File: src/rtl/seq_det_pkg.sv
// seq_det_pkg: shared constants, fill-state type and sizing helper for the sequence detector
package seq_det_pkg;
    localparam int PAT_LEN_MAX = 16;
    localparam logic [3:0] PAT_RST_DEF = 4'b0101;
    localparam int CNT_W_DEF = 8;
    typedef enum logic {FILLING, FULL} fill_state_e;
    function automatic int fill_w(input int pat_len);
        return $clog2(pat_len + 1);
    endfunction
endpackage

File: src/rtl/sd_sat_counter.sv
// sd_sat_counter: saturating up-counter where clear beats increment
module sd_sat_counter #(
    parameter int W = 8
) (
    input  logic         CLK,
    input  logic         RST_N,
    input  logic         inc,
    input  logic         clr,
    output logic [W-1:0] q
);
    // count up to all-ones and hold there; clear wins over increment
    always_ff @(posedge CLK or negedge RST_N)
        if (!RST_N) q <= '0;
        else if (clr) q <= '0;
        else if (inc && q != '1) q <= q + 1'b1;
endmodule

File: src/rtl/seq_detector_param.sv
// seq_detector_param: serial pattern detector with runtime pattern, overlap mode and match counter
module seq_detector_param
    import seq_det_pkg::*;
#(
    parameter int                 PAT_LEN = 4,
    parameter logic [PAT_LEN-1:0] PAT_RST = PAT_LEN'(PAT_RST_DEF),
    parameter int                 CNT_W   = CNT_W_DEF
) (
    input  logic               CLK,
    input  logic               RST_N,
    input  logic               EN,
    input  logic               X,
    input  logic               PAT_LD,
    input  logic [PAT_LEN-1:0] PAT_IN,
    input  logic               OVERLAP,
    input  logic               CLR_CNT,
    output logic               F,
    output logic [CNT_W-1:0]   MATCH_CNT,
    output logic               BUSY
);
    localparam int FW = fill_w(PAT_LEN);
    localparam logic [FW-1:0] FULLV = FW'(PAT_LEN);

    if (PAT_LEN < 2 || PAT_LEN > PAT_LEN_MAX) begin : g_bad_len
        $error("PAT_LEN out of range");
    end

    logic [PAT_LEN-1:0] pat_q, pat_d, win_q, win_d;
    logic [FW-1:0]      fill_q, fill_d;
    logic               f_q, match;
    fill_state_e        state;

    assign state = (fill_q == FULLV) ? FULL : FILLING;
    assign BUSY  = (fill_q != '0) && (state == FILLING);
    assign F     = f_q;

    // pattern, window and fill registers plus the one-cycle match pulse
    always_ff @(posedge CLK or negedge RST_N)
        if (!RST_N) begin
            pat_q  <= PAT_RST;
            win_q  <= '0;
            fill_q <= '0;
            f_q    <= 1'b0;
        end else begin
            pat_q  <= pat_d;
            win_q  <= win_d;
            fill_q <= fill_d;
            f_q    <= match;
        end

    // next state: a load wipes the window; otherwise shift on EN and judge the match on the new window
    always_comb begin
        pat_d  = pat_q;
        win_d  = win_q;
        fill_d = fill_q;
        match  = 1'b0;
        if (PAT_LD) begin
            pat_d  = PAT_IN;
            win_d  = '0;
            fill_d = '0;
        end else if (EN) begin
            win_d  = {win_q[PAT_LEN-2:0], X};
            fill_d = (state == FULL) ? fill_q : fill_q + FW'(1);
            match  = (fill_d == FULLV) && (win_d == pat_q);
            if (match && !OVERLAP) fill_d = '0;
        end
    end

    sd_sat_counter #(.W(CNT_W)) u_cnt (
        .CLK  (CLK),
        .RST_N(RST_N),
        .inc  (match),
        .clr  (CLR_CNT),
        .q    (MATCH_CNT)
    );
endmodule

File: config.mk
export PLATFORM = sky130hd
export DESIGN_NAME = seq_detector_param
export DESIGN_NICKNAME = d
export VERILOG_FILES = /design/src/rtl/seq_det_pkg.sv /design/src/rtl/sd_sat_counter.sv /design/src/rtl/seq_detector_param.sv
export SDC_FILE = /design/constraint.sdc
export NUM_CORES = 1
export LEC_CHECK = 0
export BUFFER_PORTS_ARGS = -buffer_cell sky130_fd_sc_hd__buf_4
export CORE_MARGIN = 3
export CORE_UTILIZATION = 51
export DETAILED_ROUTE_END_ITERATION = 8
export PLACE_DENSITY_LB_ADDON = 0.15
export SETUP_SLACK_MARGIN = 0.2
export SYNTH_ARGS = -nofsm -noshare
export SYNTH_HDL_FRONTEND = slang
export SYNTH_SLANG_ARGS = --single-unit
export TNS_END_PERCENT = 100
File: constraint.sdc
create_clock -name CLK -period 3.1 [get_ports CLK]
set_input_delay 0.465 -clock CLK [delete_from_list [all_inputs] [get_ports CLK]]
set_output_delay 0.465 -clock CLK [all_outputs]
set_load 0.05 [all_outputs]
==> results.json, run 1 <==
{
  "slew_headroom": 0.7532,
  "grt_overflow_total": 0,
  "fin_util": 0.6519,
  "drtIter0Drc": 14,
  "start_util": 0.5512,
  "via_count": 879,
  "hold_violations": 0,
  "rows": 16,
  "hold_ws_ns": 0.3728,
  "yosysUniqueCellTypes": 37,
  "portBuffers": 20,
  "worstSetupStartpoint": "fill_q[0]",
  "fin_crit_sh": 0.7310,
  "yosysSeqAreaShare": 0.4331,
  "power_density_nw_per_um2": 372.4,
  "critPathLaunchType": "flip-flop",
  "internal_power_uw": 343.9,
  "ys_warn_count": 0,
  "synth_edf_count": 0,
  "cts_tree": "yes",
  "io_pins": 21,
  "grt_pass1_vias": 836,
  "grt_max_degree": 20,
  "worstPathArrival_ns": 2.46,
  "postRouteAntennaNets": 0,
  "globalplace.congestion": 0.8559,
  "cap_violations": 0,
  "fin_setup_tns_ns": 0,
  "place_hpwl_um": 1587,
  "crit_buf_inv": 1,
  "cts_sinks": 19,
  "reg2reg_from": "fill_q[0]",
  "clk_path_buf_depth": 2,
  "critical_path.top_delay_family": "simple AND/OR/NAND/NOR gates",
  "wl_per_cell_um": 14.20,
  "drive_above_1_share": 0.3150,
  "htree_levels": 1,
  "power_uw": 486.0,
  "status": "complete, no violations",
  "clock-skew-final_ns": 0.01757,
  "crit_chain": "inv_2 -> ha_1 -> nor4b_1 -> o21a_1 -> o211ai_2 -> nor3_1 -> mux2_2",
  "combPwrFrac": 0.172,
  "switchingPower_uw": 142.1,
  "clockPowerShare": 0.278,
  "hold_path_startpoint": "PAT_IN[1]",
  "ys_seq_elements": 19,
  "grt_pass1_wl_um": 3719,
  "min_path_type": "in2reg",
  "cellLeakagePower_uw": 0.0005954,
  "end_kind": "flip-flop",
  "setup_viol": 0,
  "syn-num-nets": 120,
  "diodes": 0,
  "clock_latency_ns": 0.31,
  "crit_fanout": 5,
  "drtPass1Iterations": 2,
  "nets": 142,
  "switching_share": 0.2924,
  "rsz0062_at_grt": "no",
  "seqPwrFrac": 0.550,
  "avgSynthCellArea_um2": 10.41,
  "worst_pin_slew_ns": 0.3670,
  "async_reset_ff_frac": 1.000,
  "fmax_mhz": 441.3,
  "totalWireLength_um": 2187,
  "mappedNetlistArea_um2": 1104,
  "vias_per_cell": 5.708,
  "path_clk_slew_ns": 0.13,
  "drc_errors": 0,
  "dieWidth_um": 52.52,
  "nFillCells": 179,
  "ir_worst_vdd_mv": 0.3825,
  "maxSlewViolCount": 0,
  "synth_flop_cell": "dfrtp_1",
  "syn2layout_area_growth_pct": 18.25,
  "critPathSlowestCell": "dfrtp_1",
  "required_ns": 3.29,
  "cts_made_buffers": 3,
  "die_area_um2": 2758,
  "cpPeakStageDelay_ns": 0.46,
  "grt_util_all_layers": 0.1847,
  "grt_antenna_before_repair": 0,
  "synth_cells": 106,
  "fin_crit_ns": 2.266,
  "cts_root_buf": "clkbuf_4",
  "coreArea_um2": 2002,
  "die_h_um": 52.52,
  "crit_type": "reg2reg"
}
-- layout by cell type (no fill, tap or decap), types with 2 or more instances in the layout --
| cell | Yosys | layout |
|---|---|---|
| a21oi_1 | 5 | 5 |
| and3_1 | 3 | 3 |
| buf_4 | 0 | 20 |
| clkbuf_4 | 0 | 3 |
| dfrtp_1 | 17 | 17 |
| dfstp_2 | 2 | 2 |
| ha_1 | 3 | 3 |
| inv_1 | 3 | 3 |
| mux2_2 | 7 | 7 |
| mux2i_1 | 4 | 4 |
| nand2_1 | 2 | 2 |
| nand3_1 | 4 | 4 |
| nand4_1 | 2 | 2 |
| nor2_1 | 14 | 14 |
| nor2b_1 | 3 | 3 |
| nor3_1 | 3 | 3 |
| nor3b_1 | 2 | 2 |
| nor4b_1 | 3 | 3 |
| o21ai_0 | 3 | 3 |
| or3_1 | 3 | 3 |
| xnor2_1 | 2 | 2 |
| xor2_1 | 3 | 3 |
-- worst reg2reg max path, cell delays in order, from the launching register on --
cell and delay, ns:
dfrtp_1 0.46, inv_2 0.08, ha_1 0.36, nor4b_1 0.30, o21a_1 0.24, o211ai_2 0.13
nor3_1 0.22, mux2_2 0.36
-- cell usage after synthesis (4+ instances only) --
library cell / number / area, um2
a21oi_1: 5 / 25.02
dfrtp_1: 17 / 425.4
mux2_2: 7 / 78.83
mux2i_1: 4 / 40.04
nand3_1: 4 / 20.02
nor2_1: 14 / 52.55
-- repair_timing --
| action | 4_1_cts | 5_1_grt |
|---|---|---|
| hold buffers | 1 | 0 |
| setup endpoints to repair | 0 | 0 |
| gates resized for setup | 0 | 0 |
| hold endpoints to repair | 10 | 0 |
| buffers inserted | 0 | 0 |
-- per-layer routing --
metal  vias to the layer above  part of all wire  global-route usage
li1                        425                 -                   -
met3                         4             0.049             0.03419
met2                        22              0.47              0.2913
met4                         0             0.012             0.07660
met1                       428              0.47              0.2464
met5                         -                 0                   0
-- final timing paths --
kind,depth (start not counted),end,slack [ns]
worst max register to register,7,u_cnt.q[2],0.83
max in group asynchronous,2,pat_q[2],2.30
worst min register to register,1,pat_q[1],0.54
worst max-delay path,7,u_cnt.q[2],0.83
worst min-delay path,2,pat_q[1],0.37
min in group asynchronous,2,fill_q[2],0.54
-- power groups by stage --
stage	Clock, uW	Combinational, uW	Sequential (uW)
floorplan	0	58.5	270
global placement	0	81.1	271
detailed placement	0	83.3	272
CTS	139	84.5	267
global route	148	92.5	269
finish	135	83.6	267
-- cell families (layout without fill, tap and decap cells) --
| kind of cell | Yosys count | count (layout) | synth area share |
|---|---|---|---|
| and+or+nand+nor | 44 | 44 | 0.2426 |
| DFF | 19 | 19 | 0.4331 |
| AOI/OAI and AO/OA | 16 | 16 | 0.1088 |
| muxes | 11 | 11 | 0.1077 |
| buffers and inverters | 8 | 29 | 0.03401 |
| xor gates and xnor gates | 5 | 5 | 0.03969 |
| adders and majority gates | 3 | 3 | 0.03402 |
-- sequential cells by signal, summed over array words and instances (netlist names) --
| name | flops |
|---|---|
| F | 1 |
| fill_q | 3 |
| pat_q | 4 |
| u_cnt.q | 8 |
| win_q | 3 |
-- through the flow --
stage	instances	worst slack [ns]	cell area, um2
CTS	154	0.8202	1305
finish	154	0.8339	1305
global route	154	0.6917	1305
global placement	149	0.9318	1265
detailed placement	149	0.8597	1265
floorplan	106	1.032	1104
-- cell type report --
class | instances | area (um2) | area share
clock buffers | 3 | 22.52 | 0.01726
clock inverters | 1 | 7.507 | 0.005753
inverters | 4 | 15.01 | 0.01151
multi-input cells | 79 | 588.1 | 0.4506
flip-flops and latches | 19 | 478.0 | 0.3663
well taps | 27 | 33.78 | 0.02589
repair buffers | 21 | 160.2 | 0.1227
Power figures use the tool's default switching activity.
==> run 2: changes to the inputs <==
==> constraint.sdc (replaced) <==
create_clock -name CLK -period 2.3 [get_ports CLK]
set_input_delay 0.345 -clock CLK [delete_from_list [all_inputs] [get_ports CLK]]
set_output_delay 0.345 -clock CLK [all_outputs]
set_load 0.05 [all_outputs]
==> run 2 against run 1 <==
- register-to-register slack worse by 0.49 ns
- core utilization up 3.1 points
- global-route usage down 0.12 points
- first-iteration DRC count down 29%
- via count up 0.11%
- sequential share of layout area down 1.7 points
- critical path type unchanged
- largest cell class unchanged
==> results.json, run 2 (synthesized netlist as in run 1, its figures left out) <==
{
  "worstPathArrival_ns": 2.14,
  "drtIter0Drc": 10,
  "ir_worst_vdd_mv": 0.3381,
  "crit_type": "reg2reg",
  "via_count": 880,
  "power_density_nw_per_um2": 481.1,
  "finalWorstSetupSlack_ns": 0.3482,
  "fin_crit_sh": 0.8486,
  "clk_path_buf_depth": 2,
  "wl_per_cell_um": 13.83,
  "cap_violations": 0,
  "maxSlewViolCount": 0,
  "final_common_cell": "buf_4",
  "clock_latency_ns": 0.29,
  "grt_pass1_vias": 870,
  "cts_root_buf": "clkbuf_4",
  "totalWireLength_um": 2172,
  "grt_util_met3": 0.03704,
  "largestRegisters": "u_cnt.q (8), pat_q (4)",
  "busiest_layer": "met2",
  "min_path_type": "in2reg",
  "most-common-layout-cells": "buf_4 (23), dfrtp_1 (17), nor2_1 (14)",
  "io_pins": 21,
  "grt_overflow_total": 0,
  "dieWidth_um": 52.52,
  "dp.cells": 150,
  "htree_levels": 1,
  "setup_viol": 0,
  "start_util": 0.5512,
  "portBuffers": 20,
  "largest_reg_flops": 8,
  "syn2layout_area_growth_pct": 23.92,
  "postRouteAntennaNets": 0,
  "met1_usage": 0.2377,
  "diodes": 0,
  "drc_errors": 0,
  "rsz0062_at_grt": "no",
  "coreArea_um2": 2002,
  "globalplace.congestion": 0.8292,
  "grt_max_degree": 20,
  "fin_setup_tns_ns": 0,
  "fmax_mhz": 512.3,
  "rows": 16,
  "status": "complete, no violations",
  "die_h_um": 52.52,
  "vias_per_cell": 5.605,
  "crit_fanout": 8,
  "clock-skew-final_ns": 0.0008439,
  "path_clk_slew_ns": 0.10,
  "worst_pin_slew_ns": 0.4382,
  "grt_pass1_wl_um": 3739,
  "pre_cts_ws_ns": 0.1452,
  "fin_util": 0.6831,
  "die_area_um2": 2758,
  "drtPass1Iterations": 5,
  "end_kind": "flip-flop",
  "cts_tree": "yes",
  "critPathLaunchType": "flip-flop",
  "regMostFlops": "u_cnt.q",
  "finalNonFillerCells": 157,
  "r2r_setup_slack_ns": 0.35,
  "cts_made_buffers": 3,
  "met2_usage": 0.2996,
  "nFillCells": 177,
  "hold_violations": 0,
  "nets": 145,
  "grt_antenna_before_repair": 0,
  "required_ns": 2.49,
  "cts_sinks": 19,
  "slew_headroom": 0.7052,
  "fin_crit_ns": 1.952,
  "drive_above_1_share": 0.3692,
  "cellLeakagePower_uw": 0.0006150,
  "grt_util_all_layers": 0.1834
}
## run 2: changes by cell type in the layout (fill, tap and decap cells not counted), sizes merged
| cell | change |
|---|---|
| buf | +3 |
| clkbuf | +1 |
| clkinvlp | -1 |
## run 2: report_power, final
group / switching (uW) / leakage, uW / internal (uW)
Sequential: 9.33 / 0.000252 / 349
Clock: 101 / 0.0000150 / 67.5
Combinational: 72.1 / 0.000348 / 59.1
## run 2: final timing paths
check,startpoint,to,depth (start not counted)
min in group asynchronous,RST_N,fill_q[0],2
worst max register to register,fill_q[1],u_cnt.q[0],7
worst max-delay path,fill_q[1],u_cnt.q[0],7
max in group asynchronous,RST_N,pat_q[2],2
worst min-delay path,PAT_IN[1],pat_q[1],2
worst min register to register,pat_q[1],pat_q[1],1
## run 2: cell type report
class,instances,area (um2),share of cell area
well taps,27,33.78,0.02470
repair buffers,24,182.7,0.1336
clock buffers,4,26.28,0.01921
flip-flops and latches,19,478.0,0.3495
multi-input cells,79,631.9,0.4620
inverters,4,15.01,0.01098
## run 2: layer usage
| metal | share of wire | vias to the layer above |
|---|---|---|
| li1 | - | 428 |
| met1 | 0.46 | 430 |
| met2 | 0.48 | 18 |
| met3 | 0.045 | 4 |
| met4 | 0.013 | 0 |
| met5 | 0 | - |
## run 2: through the flow
step                      total power, uW  instance area [um2]  hold WS [ns]
after floorplan                     443.3                 1104       0.04941
after global placement              478.4                 1272        0.2338
after detailed placement            481.1                 1272        0.2321
final                               658.0                 1368        0.2767
after CTS                           658.2                 1340        0.2642
after global routing                695.9                 1368        0.2686
## run 2: critical path: stages (launching register included)
cell	delay, ns
dfrtp_1	0.41
inv_1	0.11
ha_4	0.23
nor4b_2	0.24
o21a_2	0.20
o21ai_2	0.12
nor3b_2	0.19
mux2_2	0.35
## run 2: repair_timing
action | 4_1_cts | 5_1_grt
hold buffers | 1 | 0
hold endpoints to repair | 17 | 0
buffers inserted | 2 | 0
pin swaps | 1 | 1
gates cloned | 0 | 0
resized for setup | 3 | 4
endpoints found under the setup margin | 2 | 7
